<file path="config.mk">
export PLATFORM = sky130hd
export DESIGN_NAME = i2s_dac_serializer_flat
export DESIGN_NICKNAME = d
export VERILOG_FILES = /design/src/rtl/i2s_dac_serializer_if.sv /design/src/rtl/i2s_dac_serializer.sv /design/src/flat_wrapper.sv
export SDC_FILE = /design/constraint.sdc
export NUM_CORES = 1
export LEC_CHECK = 0
export ABC_AREA = 1
export CORE_UTILIZATION = 50
export DETAILED_ROUTE_END_ITERATION = 6
export HOLD_SLACK_MARGIN = 0.06
export PLACE_DENSITY_LB_ADDON = 0.1
export SLEW_MARGIN = 40
export SYNTH_ARGS = -nofsm -noshare
export SYNTH_HDL_FRONTEND = slang
export SYNTH_SLANG_ARGS = --single-unit
</file>
<file path="constraint.sdc">
create_clock -name clk -period 2.35 [get_ports clk]
set_clock_uncertainty 0.15 [all_clocks]
set_input_delay 0.47 -clock clk [delete_from_list [all_inputs] [get_ports clk]]
set_output_delay 0.47 -clock clk [all_outputs]
set_load 0.05 [all_outputs]
</file>
<file path="src/rtl/i2s_dac_serializer_if.sv">
// Sample handshake and I2S output bundle for i2s_dac_serializer.
// The sample source is the master; the serializer is the slave.
interface i2s_dac_serializer_if #(
   parameter int SAMPLE_WIDTH = 16
);
   logic signed [SAMPLE_WIDTH-1:0] sample_l;
   logic signed [SAMPLE_WIDTH-1:0] sample_r;
   logic                           sample_valid;
   logic                           sample_clk_en;
   logic                           i2s_sclk;
   logic                           i2s_lrclk;
   logic                           i2s_sdata;
   logic                           underrun;

   modport master (
      output sample_l, sample_r, sample_valid,
      input  sample_clk_en, i2s_sclk, i2s_lrclk, i2s_sdata, underrun
   );

   modport slave (
      input  sample_l, sample_r, sample_valid,
      output sample_clk_en, i2s_sclk, i2s_lrclk, i2s_sdata, underrun
   );
endinterface

</file>
<file path="src/rtl/i2s_dac_serializer.sv">
// Stereo I2S serializer: 256 clk per frame, 64 sclk, one-slot MSB delay after lrclk.
// Samples land in hold registers at any time and are loaded into frame registers at frame start.
module i2s_dac_serializer #(
   parameter int SAMPLE_WIDTH = 16,
   parameter int FRAME_CLKS   = 256
) (
   input logic                 clk,
   input logic                 reset_n,
   i2s_dac_serializer_if.slave bus
);
   if (FRAME_CLKS != 256) begin : g_bad_frame_clks
      $error("i2s_dac_serializer: FRAME_CLKS must be 256");
   end
   if (SAMPLE_WIDTH < 8 || SAMPLE_WIDTH > 31) begin : g_bad_sample_width
      $error("i2s_dac_serializer: SAMPLE_WIDTH must be 8..31");
   end

   logic [7:0]              cnt_q, cnt_d;
   logic [SAMPLE_WIDTH-1:0] hold_l_q, hold_l_d, hold_r_q, hold_r_d;
   logic [SAMPLE_WIDTH-1:0] frame_l_q, frame_l_d, frame_r_q, frame_r_d;
   logic                    pending_q, pending_d;
   logic                    sdata_q, sdata_d;
   logic                    sample_clk_en_q, sample_clk_en_d;
   logic                    underrun_q, underrun_d;
   logic                    frame_start;
   logic [4:0]              slot;
   logic [SAMPLE_WIDTH-1:0] word;
   logic [31:0]             slots;

   assign cnt_d       = cnt_q + 8'd1;
   assign frame_start = (cnt_d == 8'd0);

   always_comb begin
      hold_l_d   = hold_l_q;
      hold_r_d   = hold_r_q;
      frame_l_d  = frame_l_q;
      frame_r_d  = frame_r_q;
      pending_d  = pending_q;
      underrun_d = 1'b0;
      if (bus.sample_valid) begin
         hold_l_d  = bus.sample_l;
         hold_r_d  = bus.sample_r;
         pending_d = 1'b1;
      end
      if (frame_start) begin
         // A sample arriving on the frame-start edge bypasses the hold stage.
         pending_d  = 1'b0;
         underrun_d = !bus.sample_valid && !pending_q;
         if (bus.sample_valid) begin
            frame_l_d = bus.sample_l;
            frame_r_d = bus.sample_r;
         end else if (pending_q) begin
            frame_l_d = hold_l_q;
            frame_r_d = hold_r_q;
         end
      end
   end

   // Bit 31 is slot 0 (always 0), bits 30.. hold the word MSB first, the rest pad with 0.
   always_comb begin
      slot  = cnt_d[6:2];
      word  = cnt_d[7] ? frame_r_d : frame_l_d;
      slots = '0;
      slots[30 -: SAMPLE_WIDTH] = word;
      sdata_d = sdata_q;
      if (cnt_d[1:0] == 2'b00) begin
         sdata_d = slots[~slot];
      end
   end

   assign sample_clk_en_d = (cnt_d == 8'd192);

   always_ff @(posedge clk or negedge reset_n) begin
      if (!reset_n) begin
         cnt_q           <= '0;
         hold_l_q        <= '0;
         hold_r_q        <= '0;
         frame_l_q       <= '0;
         frame_r_q       <= '0;
         pending_q       <= 1'b0;
         sdata_q         <= 1'b0;
         sample_clk_en_q <= 1'b0;
         underrun_q      <= 1'b0;
      end else begin
         cnt_q           <= cnt_d;
         hold_l_q        <= hold_l_d;
         hold_r_q        <= hold_r_d;
         frame_l_q       <= frame_l_d;
         frame_r_q       <= frame_r_d;
         pending_q       <= pending_d;
         sdata_q         <= sdata_d;
         sample_clk_en_q <= sample_clk_en_d;
         underrun_q      <= underrun_d;
      end
   end

   assign bus.i2s_sclk      = cnt_q[1];
   assign bus.i2s_lrclk     = cnt_q[7];
   assign bus.i2s_sdata     = sdata_q;
   assign bus.sample_clk_en = sample_clk_en_q;
   assign bus.underrun      = underrun_q;
endmodule

</file>
<file path="src/flat_wrapper.sv">
// flat-port wrapper written by rule: the top's interface ports become plain ports
module i2s_dac_serializer_flat 
#(
   parameter int SAMPLE_WIDTH = 16,
   parameter int FRAME_CLKS   = 256
)
  (clk, reset_n, bus_sample_l, bus_sample_r, bus_sample_valid, bus_sample_clk_en, bus_i2s_sclk, bus_i2s_lrclk, bus_i2s_sdata, bus_underrun);
  i2s_dac_serializer_if #(.SAMPLE_WIDTH(SAMPLE_WIDTH)) bus_i ();
  input logic clk;
  input logic reset_n;
  input wire logic [$bits(bus_i.sample_l)-1:0] bus_sample_l;
  input wire logic [$bits(bus_i.sample_r)-1:0] bus_sample_r;
  input wire logic [$bits(bus_i.sample_valid)-1:0] bus_sample_valid;
  output wire logic [$bits(bus_i.sample_clk_en)-1:0] bus_sample_clk_en;
  output wire logic [$bits(bus_i.i2s_sclk)-1:0] bus_i2s_sclk;
  output wire logic [$bits(bus_i.i2s_lrclk)-1:0] bus_i2s_lrclk;
  output wire logic [$bits(bus_i.i2s_sdata)-1:0] bus_i2s_sdata;
  output wire logic [$bits(bus_i.underrun)-1:0] bus_underrun;
  assign bus_i.sample_l = bus_sample_l;
  assign bus_i.sample_r = bus_sample_r;
  assign bus_i.sample_valid = bus_sample_valid;
  assign bus_sample_clk_en = bus_i.sample_clk_en;
  assign bus_i2s_sclk = bus_i.i2s_sclk;
  assign bus_i2s_lrclk = bus_i.i2s_lrclk;
  assign bus_i2s_sdata = bus_i.i2s_sdata;
  assign bus_underrun = bus_i.underrun;
  i2s_dac_serializer #(.SAMPLE_WIDTH(SAMPLE_WIDTH), .FRAME_CLKS(FRAME_CLKS)) u_core (.clk(clk), .reset_n(reset_n), .bus(bus_i));
endmodule
</file>
-- Yosys cells after proc, flatten, opt, wreduce, memory -nomap -nowiden
Cells that the tools add are included.
- bitwise operators: 1
- muxes and demuxes: 12
- add/sub/neg operators: 1
- multiply operators: 0
- eq/ne operators: 1
- reduce and logical (&&, ||, !) cells: 6
- $lt $le $gt $ge: 1
- divide/modulo/power cells: 0
- shift operators: 0
- operators with widths (operator ; count):
    two-way mux 16 bit ; 7
    adder 8 x 1 -> 8 bit, second input constant ; 1
    equality test 8 bit, second input constant ; 1
    zero test 8 bit ; 1
    < comparator 5 x 6 -> 1 bit, second input constant ; 1
    binary-select mux 1 bit (select 5 bit) ; 1
    NOT 5 bit ; 1
    two-way mux 1 bit ; 4
    zero test 1 bit ; 2
    zero test 2 bit ; 1
    nonzero test 2 bit ; 1
    logical AND 1 bit ; 1
- bits in writable memories: 0
- memories: 0
- ROM bits: 0
- output and inout bits: 5
- input bits: 35
- register bits: 76
- bits in latches: 0

-- Depth between registers and ports, before layout
Gate-level depths: netlist of the first run.
- word-level depth: 6
- depth in mapped cells: 19
- gate-level depth less buffers: 19

-- Worst setup path before layout of the first run
Ideal clock, no wire load.
- path kind: reg2reg
- start point: register u_core.cnt_q[1]
- end point: register u_core.sdata_q (netlist: u_core.bus.i2s_sdata)
- slack: -0.347 ns
- clock period less this slack: 2.697 ns
- required time: 2.079 ns
- cell stages (with the launch flop): 18
- library setup time: 0.121 ns
- data arrival time: 2.426 ns
- path through: dfrtp_1 > ha_1 > nand3_1 > o21ai_1 > nand2_2 > nor2_8 > nand3_4 > buf_2 > nand2_1 > nand3_1 > nand3_1 > nand3_1 > nand3_1 > nand2_1 > nand2_1 > nand2_1 > nand2_1 > a21oi_2
- longest elaborated chain between the ends: 6
- ends and longest elaborated chain (what ; RTL line ; source):
    start, declared ; i2s_dac_serializer.sv:18 ; logic [7:0] cnt_q, cnt_d;
    start signal, assigned ; i2s_dac_serializer.sv:85 ; cnt_q <= cnt_d;
    adder 8 x 1 -> 8 bit (*) ; i2s_dac_serializer.sv:30 ; assign cnt_d = cnt_q + 8'd1;
    via u_core.cnt_d[6] ; i2s_dac_serializer.sv:18 ;
    zero test 8 bit ; i2s_dac_serializer.sv:31 ; assign frame_start = (cnt_d == 8'd0);
    two-way mux 16 bit ; i2s_dac_serializer.sv:45 ; if (frame_start) begin
    two-way mux 16 bit ; i2s_dac_serializer.sv:62 ; word = cnt_d[7] ? frame_r_d : frame_l_d;
    binary-select mux 1 bit (select 5 bit) (*) ; i2s_dac_serializer.sv:67 ; sdata_d = slots[~slot];
    two-way mux 1 bit (implied by the code) (*) ; i2s_dac_serializer.sv:67 ;
    end signal, assigned ; i2s_dac_serializer.sv:91 ; sdata_q <= sdata_d;
    end, declared ; i2s_dac_serializer.sv:22 ; logic sdata_q, sdata_d;
Mark *: on every way through the listed nets, which the timed path passes. The rest lies on a longest branch. The select of a mux whose other input is x is not followed.
A chain may end at the register's enable or synchronous reset.

-- Worst setup path in the final report of the first run
- start point: register u_core.cnt_q[1]
- end point: register u_core.sdata_q (netlist: u_core.bus.i2s_sdata)
- longest elaborated chain between the ends: 6
- ends and longest elaborated chain (what ; RTL line):
    adder 8 x 1 -> 8 bit (*) ; i2s_dac_serializer.sv:30
    zero test 8 bit ; i2s_dac_serializer.sv:31
    two-way mux 16 bit ; i2s_dac_serializer.sv:45
    two-way mux 16 bit ; i2s_dac_serializer.sv:62
    binary-select mux 1 bit (select 5 bit) ; i2s_dac_serializer.sv:67
    two-way mux 1 bit (implied by the code) ; i2s_dac_serializer.sv:67
Every way passes the cells marked *; elsewhere a longest branch is shown, timed or not. The select of a mux whose other input is x is not followed.

==> results of run 1 <==
[cell type report]
type | instances | area (sq um)
clock buffers | 12 | 155.1
clock inverters | 4 | 23.77
flip-flops and latches | 76 | 1907
repair buffers | 89 | 899.6
well taps | 102 | 127.6
multi-input cells | 363 | 2116
inverters | 51 | 193.9
fillers | 581 | 2305
[cells in the final DEF, fill, tap and decap left out, drive strengths merged]
master and n:
xnor2 1, dlygate4sd3 1, clkbuf 12, nand4 3, nor2 12, ha 2
a21oi 29, nand2 160, o21bai 2, nor4 2, nand3 88, clkinv 4
inv 51, dfrtp 76, nor3 1, buf 51, clkdlybuf4s50 37, o21ai 63
[metrics by stage]
stage / instance area, sq um / cells / setup slack [ns]
floorplan: 4038 / 516 / -0.07527
global placement: 4758 / 667 / -0.1140
detailed placement: 4758 / 667 / -0.1816
CTS: 5323 / 695 / -0.06253
global route: 5423 / 697 / -0.2167
finish: 5423 / 697 / -0.06679
[per-layer routing]
layer,vias up,GRT usage
met2,69,0.4198
met1,1760,0.3466
met3,18,0.05193
met4,0,0.1085
li1,1838,-
met5,-,0
[report_power, final]
group	switching, W	total, W	internal (W)
Combinational	0.000143	0.000250	0.000107
Sequential	0.0000151	0.00137	0.00136
Clock	0.000495	0.000933	0.000438
Total	0.000653	0.00256	0.00190
[critical path: cells and delay by family (launching register included)]
| kind | cells | cell delay (ns) |
|---|---|---|
| buffers and inverters | 3 | 0.40 |
| XOR/XNOR | 1 | 0.16 |
| flip-flops | 1 | 0.45 |
| adder cells (fa/ha/maj) | 1 | 0.19 |
| AND/OR/NAND/NOR | 11 | 0.90 |
| AO/OA/AOI/OAI | 1 | 0.11 |
[cell families after synthesis]
| family | share of synthesized area |
|---|---|
| buffers and inverters | 0.08231 |
| AOI/OAI and AO/OA | 0.1199 |
| adders and majority gates | 0.006259 |
| DFF | 0.4757 |
| xor gates and xnor gates | 0.004070 |
| and+or+nand+nor | 0.3117 |
[synthesized netlist by cell type, drive strengths merged]
master	number	area [sq um]
nand2	160	620.6
nand3	88	508.0
dfrtp	76	1902
o21ai	63	315.3
inv	51	191.4
a21oi	29	148.9
clkbuf	15	56.30
nor2	12	81.33
buf	11	81.32
nand4	3	18.77
ha	2	25.02
nor4	2	12.51
o21bai	2	15.01
nor3	1	5.000
xnor2	1	16.27
[flip-flops by register name, indices dropped and copies added (netlist names)]
signal / cells
u_core.frame_l_q: 16
u_core.frame_r_q: 16
u_core.hold_l_q: 16
u_core.hold_r_q: 16
u_core.cnt_q: 8
u_core.bus.i2s_sdata: 1
u_core.bus.sample_clk_en: 1
u_core.bus.underrun: 1
u_core.pending_q: 1
[repair_timing]
action,in CTS,in global routing
resized for setup,51,20
hold buffers,1,0
setup buffers,9,3
endpoints found under the hold margin,33,0
pin swaps,22,14
endpoints found under the setup margin,1,1
cloned,2,0
[final timing paths]
path | from | end | slack (ns) | cells after the start
max in group asynchronous | reset_n | u_core.hold_l_q[14]$_DFFE_PN0P_ | 1.00 | 3
max | u_core.cnt_q[1]$_DFF_PN0_ | u_core.bus.i2s_sdata$_DFFE_PN0N_ | -0.07 | 17
min in group asynchronous | reset_n | u_core.hold_l_q[1]$_DFFE_PN0P_ | 0.46 | 2
min reg2reg | u_core.hold_l_q[0]$_DFFE_PN0P_ | u_core.hold_l_q[0]$_DFFE_PN0P_ | 0.33 | 2
max reg2reg | u_core.cnt_q[1]$_DFF_PN0_ | u_core.bus.i2s_sdata$_DFFE_PN0N_ | -0.07 | 17
min | bus_sample_valid | u_core.hold_l_q[8]$_DFFE_PN0P_ | 0.29 | 2
==> qor.txt, run 1 <==
Starting density of the core = 0.5173
LEAKAGE = 2.483 nW
Final antenna-violating net count = 0
CP cell instances = ha_4, buf_6, xnor2_4, nand3_4, nor2_4, buf_12, buf_12, nand3_4, nand3_2, nand3_2, nand3_2, nand3_2, nand2_1, nand2_1, nand2_1, nand2_1, a21oi_2
Post-layout util = 0.7017
WP data required = 2.49 ns
First-pass GRT wire length = 17.17 mm
Crit-path max FO = 7
Drt total wl = 9.996 mm
Failing checks = negative setup slack
Min Tclk post-route = 2.417 ns
Slew HR = 0.6635
Top Layer Used = met4
TritonCTS clock tree = done
CTS Buf Count = 9
Layout cell share with drive strength beyond 1 = 0.2521
Power Total = 0.002556 W
Detailed-route wire length per cell = 14.34 um
CTS Sinks = 76
Total gr overflow = 0
Pin count of the biggest net entering global routing = 60
Residual DRC count = 0
Die Span Y = 91.42 um
Count of pins over their slew limit = 0
CP max stage delay = 0.45 ns
Clk slew on worst S/H paths = 0.08 ns
WL met3 = 364 um
Share of the yosys chip area belonging to registers = 0.4757
M1 WL = 4.667 mm
Mapped Nets = 553
WL met2 = 4.783 mm
Setup TNS = -0.06679 ns
Peak supply drop = 0.3095 mV
Initial antenna violation count = 0
Synthesized instance count = 516
Die footprint = 8357 sq um
# port buffers = 39
Unrepaired setup endpoints after global routing = true
Pwr dens = 471.4 nW/um^2
Crit path DAT = 2.55 ns
Avg Cell Area, Syn = 7.747 sq um
Critical path startpoint category = register
Vias in the first global route = 3596
Synthesis warning total = 0
CP Class = reg2reg
Fin crit share = 1.028
Crit. End Element = register
GPL Wtd Cong = 0.8695
Status = finished with violations
Final setup viols = 1
Syn Std Cell Area = 3998 sq um
Die span in x = 91.42 um
Hold Path Class = in2reg
CORE AREA = 7727 sq um
Final Hold Fails = 0
FMAX = 0.4138 GHz
Clock Tree Buf Depth = 2
CTS root buffer = clkbuf_8
Final WS setup = -0.06679 ns
Vias = 3685
Layout area overhead = 35.65%
Total GRT Usage = 0.2620
Seq cells post-synth = 76
Drt first-iter violations = 151
Vias per Instance = 5.287
Unique masters post-synth = 28
Detailed-router iteration count before antenna repair = 4
H-tree depth = 3
Nets = 627
IO Count = 40
Actual slew at the worst max-slew pin = 0.5031 ns
CP max-delay cell = dfrtp_2
Ant. Diodes = 0
MaxCap Viol Count = 0
Rows = 32
Post-DP HPWL = 6.560 mm
Skew-Pair Late Insertion Delay = 0.36 ns
WHS = 0.2862 ns
Note: power is estimated with default switching activity, not from simulation.
==> inputs of run 2 (changes only) <==
--- a/config.mk
+++ b/config.mk
@@ -6,7 +6,9 @@
 export NUM_CORES = 1
 export LEC_CHECK = 0
 export ABC_AREA = 1
-export CORE_UTILIZATION = 50
+export CELL_PAD_IN_SITES_DETAIL_PLACEMENT = 1
+export CELL_PAD_IN_SITES_GLOBAL_PLACEMENT = 1
+export CORE_UTILIZATION = 38
 export DETAILED_ROUTE_END_ITERATION = 6
 export HOLD_SLACK_MARGIN = 0.06
 export PLACE_DENSITY_LB_ADDON = 0.1
==> qor.txt, run 2 (synthesis results as in run 1) <==
Layout area overhead = 34.96%
Vias per Instance = 5.078 (-4.0%)
Crit-path max FO = 6 (-1)
Most frequent cells in the layout = nand2_1, dfrtp_1, o21ai_0
CP max-delay cell = dfrtp_2
H-tree depth = 3 (unchanged)
Post-DP HPWL = 7.837 mm (+19%)
WP data required = 2.48 ns (about the same)
Crit path DAT = 2.62 ns (+0.07 ns)
Rows = 37 (+16%)
Final Hold Fails = 0 (unchanged)
Failing checks = negative setup slack
Peak supply drop = 0.2087 mV (-33%)
Detailed-route wire length per cell = 15.79 um (+10%)
Count of pins over their slew limit = 0 (unchanged)
IO Count = 40 (unchanged)
CTS root buffer = clkbuf_8
Post-placement cell count = 710 (+6.4%)
Vias in the first global route = 3872 (+7.7%)
Vias = 3722 (+1.0%)
Fin cells = 733 (+5.2%)
LEAKAGE = 2.476 nW (-0.27%)
Starting density of the core = 0.3890 (-0.1284)
CP max stage delay = 0.44 ns (about the same)
CP cell instances = ha_4, nand3_4, nand2_4, nand2_4, inv_4, nand2_2, nor2_4, buf_6, nand3_2, nand3_1, nand3_1, nand3_1, nand3_1, nand2_1, nand2_1, nand2_1, nand2_1, a21oi_2
Pin count of the biggest net entering global routing = 45 (-25%)
Delay-heaviest family, CP = simple AND/OR/NAND/NOR gates
Status = finished with violations
Die footprint = 10930 sq um (+31%)
Pre-CTS WS = -0.1550 ns (+0.02659 ns)
Die span in x = 104.6 um (+14%)
CP Class = reg2reg
Commonest non-fill, non-tap cell in the layout = nand2_1
MaxCap Viol Count = 0 (unchanged)
Pwr dens = 478.9 nW/um^2 (+1.6%)
Total gr overflow = 0 (unchanged)
Detailed-router iteration count before antenna repair = 4 (unchanged)
CTS Buf Count = 9 (unchanged)
Die Span Y = 104.6 um (+14%)
Drt first-iter violations = 137 (-9.3%)
Skew-Pair Late Insertion Delay = 0.36 ns (about the same)
Fin crit share = 1.058 (+0.02977)
CORE AREA = 10280 sq um (+33%)
GPL Wtd Cong = 0.8222 (-5.4%)
Final antenna-violating net count = 0 (unchanged)
Total GRT Usage = 0.2181 (-0.04381)
Slew HR = 0.6659 (+0.002381)
Power Total = 0.002584 W (+1.1%)
Unrepaired setup endpoints after global routing = true
FMAX = 0.4021 GHz (-2.8%)
# port buffers = 39 (unchanged)
Ant. Diodes = 0 (unchanged)
TritonCTS clock tree = done
Clk slew on worst S/H paths = 0.07 ns (about the same)
Crit. End Element = register
Clock Tree Buf Depth = 2 (unchanged)
Actual slew at the worst max-slew pin = 0.4996 ns (-0.003561 ns)
CTS Sinks = 76 (unchanged)
Residual DRC count = 0 (unchanged)
First-pass GRT wire length = 18.80 mm (+9.5%)
Final WS setup = -0.1367 ns (-0.06995 ns)
Initial antenna violation count = 0 (unchanged)
Nets = 629 (+0.32%)
Final setup viols = 1 (unchanged)
Critical path startpoint category = register
Hold Path Class = reg2reg
Drt total wl = 11.57 mm (+16%)
Layout cell share with drive strength beyond 1 = 0.2295 (-0.02262)
Critical path buffers and inverters = 2 (-1)
Min Tclk post-route = 2.487 ns (+0.06995 ns)
## run 2: changes by cell type in the layout (fill, tap and decap cells not counted), moves of 2 or more
cell       delta
nand2_4       +2
clkinv_2      -2
nand3_2       -8
nand2_2       -3
clkbuf_1      +2
nand3_4       -3
nand3_1      +11
clkbuf_16     +2
buf_6         -4
buf_4         +6
## run 2: what timing repair did
item | 4_1_cts | 5_1_grt
hold buffers | 1 | 0
setup endpoints to repair | 1 | 2
gates cloned | 0 | 3
gates resized for setup | 4 | 47
setup buffers | 0 | 3
hold endpoints to repair | 22 | 0
pin swaps | 0 | 23
## run 2: stage by stage
step	hold WS [ns]	instance area [sq um]	utilization	setup TNS, ns
after floorplan	0.02441	4038	-	-0.07527
after global placement	0.2570	4868	0.4737	-0.07196
after detailed placement	0.2585	4868	0.4737	-0.1550
after CTS	0.3108	5079	0.4942	-0.1071
after global routing	0.3405	5395	0.5250	-0.3381
final	0.3189	5395	0.5250	-0.1367
## run 2: layout make-up
type / instances / area (sq um)
inverters: 51 / 193.9
repair buffers: 91 / 904.6
clock inverters: 1 / 5.005
clock buffers: 15 / 176.4
well taps: 136 / 170.2
fillers: 1263 / 4882
flip-flops and latches: 76 / 1908
multi-input cells: 363 / 2037
## run 2: worst register-to-register path: stages (launching register included)
cell     delay [ns]
dfrtp_2        0.44
ha_4           0.21
nand3_4        0.11
nand2_4        0.09
nand2_4        0.07
inv_4          0.07
nand2_2        0.07
nor2_4         0.25
buf_6          0.20
nand3_2        0.10
nand3_1        0.10
nand3_1        0.08
nand3_1        0.09
nand3_1        0.08
nand2_1        0.06
nand2_1        0.05
nand2_1        0.06
nand2_1        0.06
a21oi_2        0.11
## run 2: final timing paths
check                                                     from                                to  slack (ns)  cells after the start
max in group asynchronous                              reset_n         u_core.cnt_q[4]$_DFF_PN0_        0.95                      3
worst min register to register  u_core.hold_l_q[0]$_DFFE_PN0P_    u_core.hold_l_q[0]$_DFFE_PN0P_        0.32                      2
min in group asynchronous                              reset_n    u_core.hold_r_q[2]$_DFFE_PN0P_        0.41                      2
worst max register to register       u_core.cnt_q[1]$_DFF_PN0_  u_core.bus.i2s_sdata$_DFFE_PN0N_       -0.14                     18
worst min-delay path            u_core.hold_l_q[0]$_DFFE_PN0P_    u_core.hold_l_q[0]$_DFFE_PN0P_        0.32                      2
worst max-delay path                 u_core.cnt_q[1]$_DFF_PN0_  u_core.bus.i2s_sdata$_DFFE_PN0N_       -0.14                     18
## run 2: where the power goes
| part | total [W] | internal (W) | switching (W) |
|---|---|---|---|
| Combinational | 0.000259 | 0.000111 | 0.000148 |
| Clock | 0.000953 | 0.000471 | 0.000482 |
| Sequential | 0.00137 | 0.00136 | 0.0000140 |
| Total | 0.00258 | 0.00194 | 0.000645 |
## run 2: metal layers
| layer | part of all wire | up-vias | GRT usage |
|---|---|---|---|
| li1 | - | 1838 | - |
| met1 | 0.47 | 1823 | 0.2913 |
| met2 | 0.49 | 46 | 0.3567 |
| met3 | 0.022 | 15 | 0.02682 |
| met4 | 0.019 | 0 | 0.09286 |
| met5 | 0 | - | 0 |
==> inputs of run 3 (changes only) <==
--- a/config.mk
+++ b/config.mk
@@ -8,7 +8,8 @@
 export ABC_AREA = 1
 export CELL_PAD_IN_SITES_DETAIL_PLACEMENT = 1
 export CELL_PAD_IN_SITES_GLOBAL_PLACEMENT = 1
-export CORE_UTILIZATION = 38
+export CORE_MARGIN = 2
+export CORE_UTILIZATION = 42
 export DETAILED_ROUTE_END_ITERATION = 6
 export HOLD_SLACK_MARGIN = 0.06
 export PLACE_DENSITY_LB_ADDON = 0.1
==> constraint.sdc (replaced) <==
create_clock -name clk -period 2.4 [get_ports clk]
set_clock_uncertainty 0.15 [all_clocks]
set_input_delay 0.48 -clock clk [delete_from_list [all_inputs] [get_ports clk]]
set_output_delay 0.48 -clock clk [all_outputs]
set_load 0.05 [all_outputs]
==> qor.txt, run 3 (synthesis results as in run 1) <==
TritonCTS clock tree = done
Min Tclk post-route = 2.552 ns (+0.06549 ns)
Unrepaired setup endpoints after global routing = true
Critical path startpoint category = register
Die footprint = 10310 sq um (-5.7%)
CTS root buffer = clkbuf_8
Drt first-iter violations = 188 (+37%)
FF-to-FF End = u_core.bus.i2s_sdata$_DFFE_PN0N_
Die span in x = 101.6 um (-2.9%)
Nets = 630 (+0.16%)
Rows = 35 (-5.4%)
LEAKAGE = 2.485 nW (+0.34%)
Final WS setup = -0.1522 ns (-0.01549 ns)
Hold path start = u_core.hold_l_q[0]$_DFFE_PN0P_
M1 GR Usage = 0.3025 (+0.01121)
WP data required = 2.55 ns (+0.07 ns)
Count of pins over their slew limit = 0 (unchanged)
Ant. Diodes = 0 (unchanged)
FILL cells = 1125 (-11%)
Vias = 3827 (+2.8%)
FF/Latch Area = 1907 sq um (about the same)
Worst Reg-to-Reg Cells = 20 (+2)
Pwr dens = 529.0 nW/um^2 (+10%)
Vias in the first global route = 4068 (+5.1%)
Total gr overflow = 0 (unchanged)
Post-layout util = 0.5800 (+0.05500)
Residual DRC count = 0 (unchanged)
Hold Path Class = reg2reg
Met3 GRT Util = 0.04279 (+0.01596)
Total GRT Usage = 0.2455 (+0.02739)
Most frequent cells in the layout = nand2_1, dfrtp_1, nand3_1
CTS Buf Count = 9 (unchanged)
Fin crit share = 1.063 (+0.005243)
# port buffers = 39 (unchanged)
Initial antenna violation count = 0 (unchanged)
H-tree depth = 3 (unchanged)
Final antenna-violating net count = 0 (unchanged)
Drt total wl = 12.67 mm (+9.4%)
R2R Setup Slk = -0.15 ns (-0.02 ns)
Die Span Y = 101.6 um (-2.9%)
FMAX = 0.3918 GHz (-2.6%)
Skew-Pair Late Insertion Delay = 0.36 ns (about the same)
Vias per Instance = 5.264 (+3.7%)
Status = finished with violations
First-pass GRT wire length = 19.77 mm (+5.2%)
GPL Wtd Cong = 0.8603 (+4.6%)
Hold path depth = 2 (unchanged)
Final Hold Fails = 0 (unchanged)
Crit path DAT = 2.71 ns (+0.09 ns)
Crit. End Element = register
Detailed-router iteration count before antenna repair = 4 (unchanged)
Failing checks = negative setup slack
Met2 usage = 0.4413 (+0.08463)
CP Class = reg2reg
Slew HR = 0.6683 (+0.002375)
Crit-path max FO = 5 (-1)
R2R Path Start = u_core.cnt_q[0]$_DFF_PN0_
Clk slew on worst S/H paths = 0.09 ns (+0.02 ns)
CORE AREA = 9240 sq um (-10%)
Starting density of the core = 0.4326 (+0.04366)
Clock Tree Buf Depth = 2 (unchanged)
Peak supply drop = 0.2412 mV (+16%)
Actual slew at the worst max-slew pin = 0.4960 ns (-0.003551 ns)
Layout area overhead = 34.05%
IO Count = 40 (unchanged)
Detailed-route wire length per cell = 17.42 um (+10%)
GR peak layer = met2
Commonest non-fill, non-tap cell in the layout = nand2_1
Design Area, Final = 5359 sq um (-0.67%)
Multi-input logic area = 1894 sq um (-7.0%)
Post-DP HPWL = 8.060 mm (+2.9%)
Layout cell share with drive strength beyond 1 = 0.2023 (-0.02714)
Cell Area, Placed = 4807 sq um (-1.3%)
Hold Path End = u_core.hold_l_q[0]$_DFFE_PN0P_
MaxCap Viol Count = 0 (unchanged)
CTS Sinks = 76 (unchanged)
Pin count of the biggest net entering global routing = 39 (-13%)
Pre-CTS WS = -0.05697 ns (+0.09804 ns)
Final setup viols = 1 (unchanged)
## run 3: changes by cell type in the layout (fill, tap and decap cells not counted), moves of 2 or more
cell / previous run / this run
buf_6: 1 / 6
nand2_2: 4 / 6
bufinv_16: 0 / 3
nand3_4: 9 / 4
nand2_1: 153 / 151
clkbuf_8: 12 / 10
buf_12: 7 / 9
clkbuf_1: 3 / 0
nand3_1: 43 / 67
buf_4: 42 / 36
nand3_2: 36 / 17
## run 3: final cells by class
class                           count  share of cell area
Clock buffer                       10             0.02568
Clock inverter                      6             0.02078
Inverter                           51             0.03619
Multi-Input combinational cell    363              0.3535
Sequential cell                    76              0.3558
Tap cell                          129             0.03012
Timing Repair Buffer               92              0.1779
## run 3: how the worst max path moves through the flow
| stage | from | endpoint | slack, ns | cells past startpoint |
|---|---|---|---|---|
| final | u_core.cnt_q[0]$_DFF_PN0_ | u_core.bus.i2s_sdata$_DFFE_PN0N_ | -0.15 | 20 |
| after global routing | u_core.cnt_q[0]$_DFF_PN0_ | u_core.bus.i2s_sdata$_DFFE_PN0N_ | -0.29 | 20 |
| after global placement | u_core.cnt_q[0]$_DFF_PN0_ | u_core.bus.i2s_sdata$_DFFE_PN0N_ | 0.008 | 17 |
| after floorplan | u_core.cnt_q[1]$_DFF_PN0_ | u_core.bus.i2s_sdata$_DFFE_PN0N_ | -0.03 | 17 |
| after detailed placement | u_core.cnt_q[0]$_DFF_PN0_ | u_core.bus.i2s_sdata$_DFFE_PN0N_ | -0.06 | 17 |
| after CTS | u_core.cnt_q[0]$_DFF_PN0_ | u_core.bus.i2s_sdata$_DFFE_PN0N_ | -0.07 | 17 |
## run 3: metal layers
layer  share of wire  vias to the layer above
li1                -                     1843
met5               0                        -
met3           0.037                       14
met4           0.013                        0
met1            0.44                     1894
met2            0.51                       76
## run 3: metrics by stage
stage | total power (W) | TNS, ns | std cells | hold WS [ns]
3_3_place_gp | 0.001608 | 0 | 696 | 0.2938
2_1_floorplan | 0.001487 | -0.02527 | 516 | 0.03441
5_1_grt | 0.002951 | -0.2899 | 727 | 0.3576
6_report | 0.002835 | -0.1522 | 727 | 0.3249
4_1_cts | 0.002862 | -0.07115 | 714 | 0.3317
3_5_place_dp | 0.001620 | -0.05697 | 696 | 0.2930
## run 3: where the power goes
group / total (W) / switching, W / leakage (nW) / internal [W]
sequential: 0.00134 / 0.0000146 / 0.824 / 0.00133
combinational: 0.000252 / 0.000142 / 1.54 / 0.000109
clock: 0.00124 / 0.000521 / 0.122 / 0.000719
total: 0.00284 / 0.000678 / 2.48 / 0.00216
## run 3: repair_timing
action / 4_1_cts / 5_1_grt
hold buffers: 1 / 0
pin swaps: 5 / 17
resized for setup: 4 / 27
endpoints found under the setup margin: 1 / 1
hold endpoints to repair: 27 / 0
gates cloned: 0 / 3
setup buffers: 1 / 10
## run 3: worst max-delay path: stages, from the launching register on
cell     delay [ns]
dfrtp_2        0.42
ha_4           0.20
nand3_4        0.11
nand2_4        0.09
nand2_4        0.09
inv_4          0.07
nand2_2        0.07
nor2_4         0.13
buf_12         0.14
buf_6          0.13
buf_12         0.10
nand3_2        0.06
nand3_1        0.11
nand3_1        0.09
nand3_1        0.09
nand3_1        0.08
nand2_1        0.08
inv_1          0.04
nand2_1        0.06
nand2_1        0.07
a21oi_2        0.11
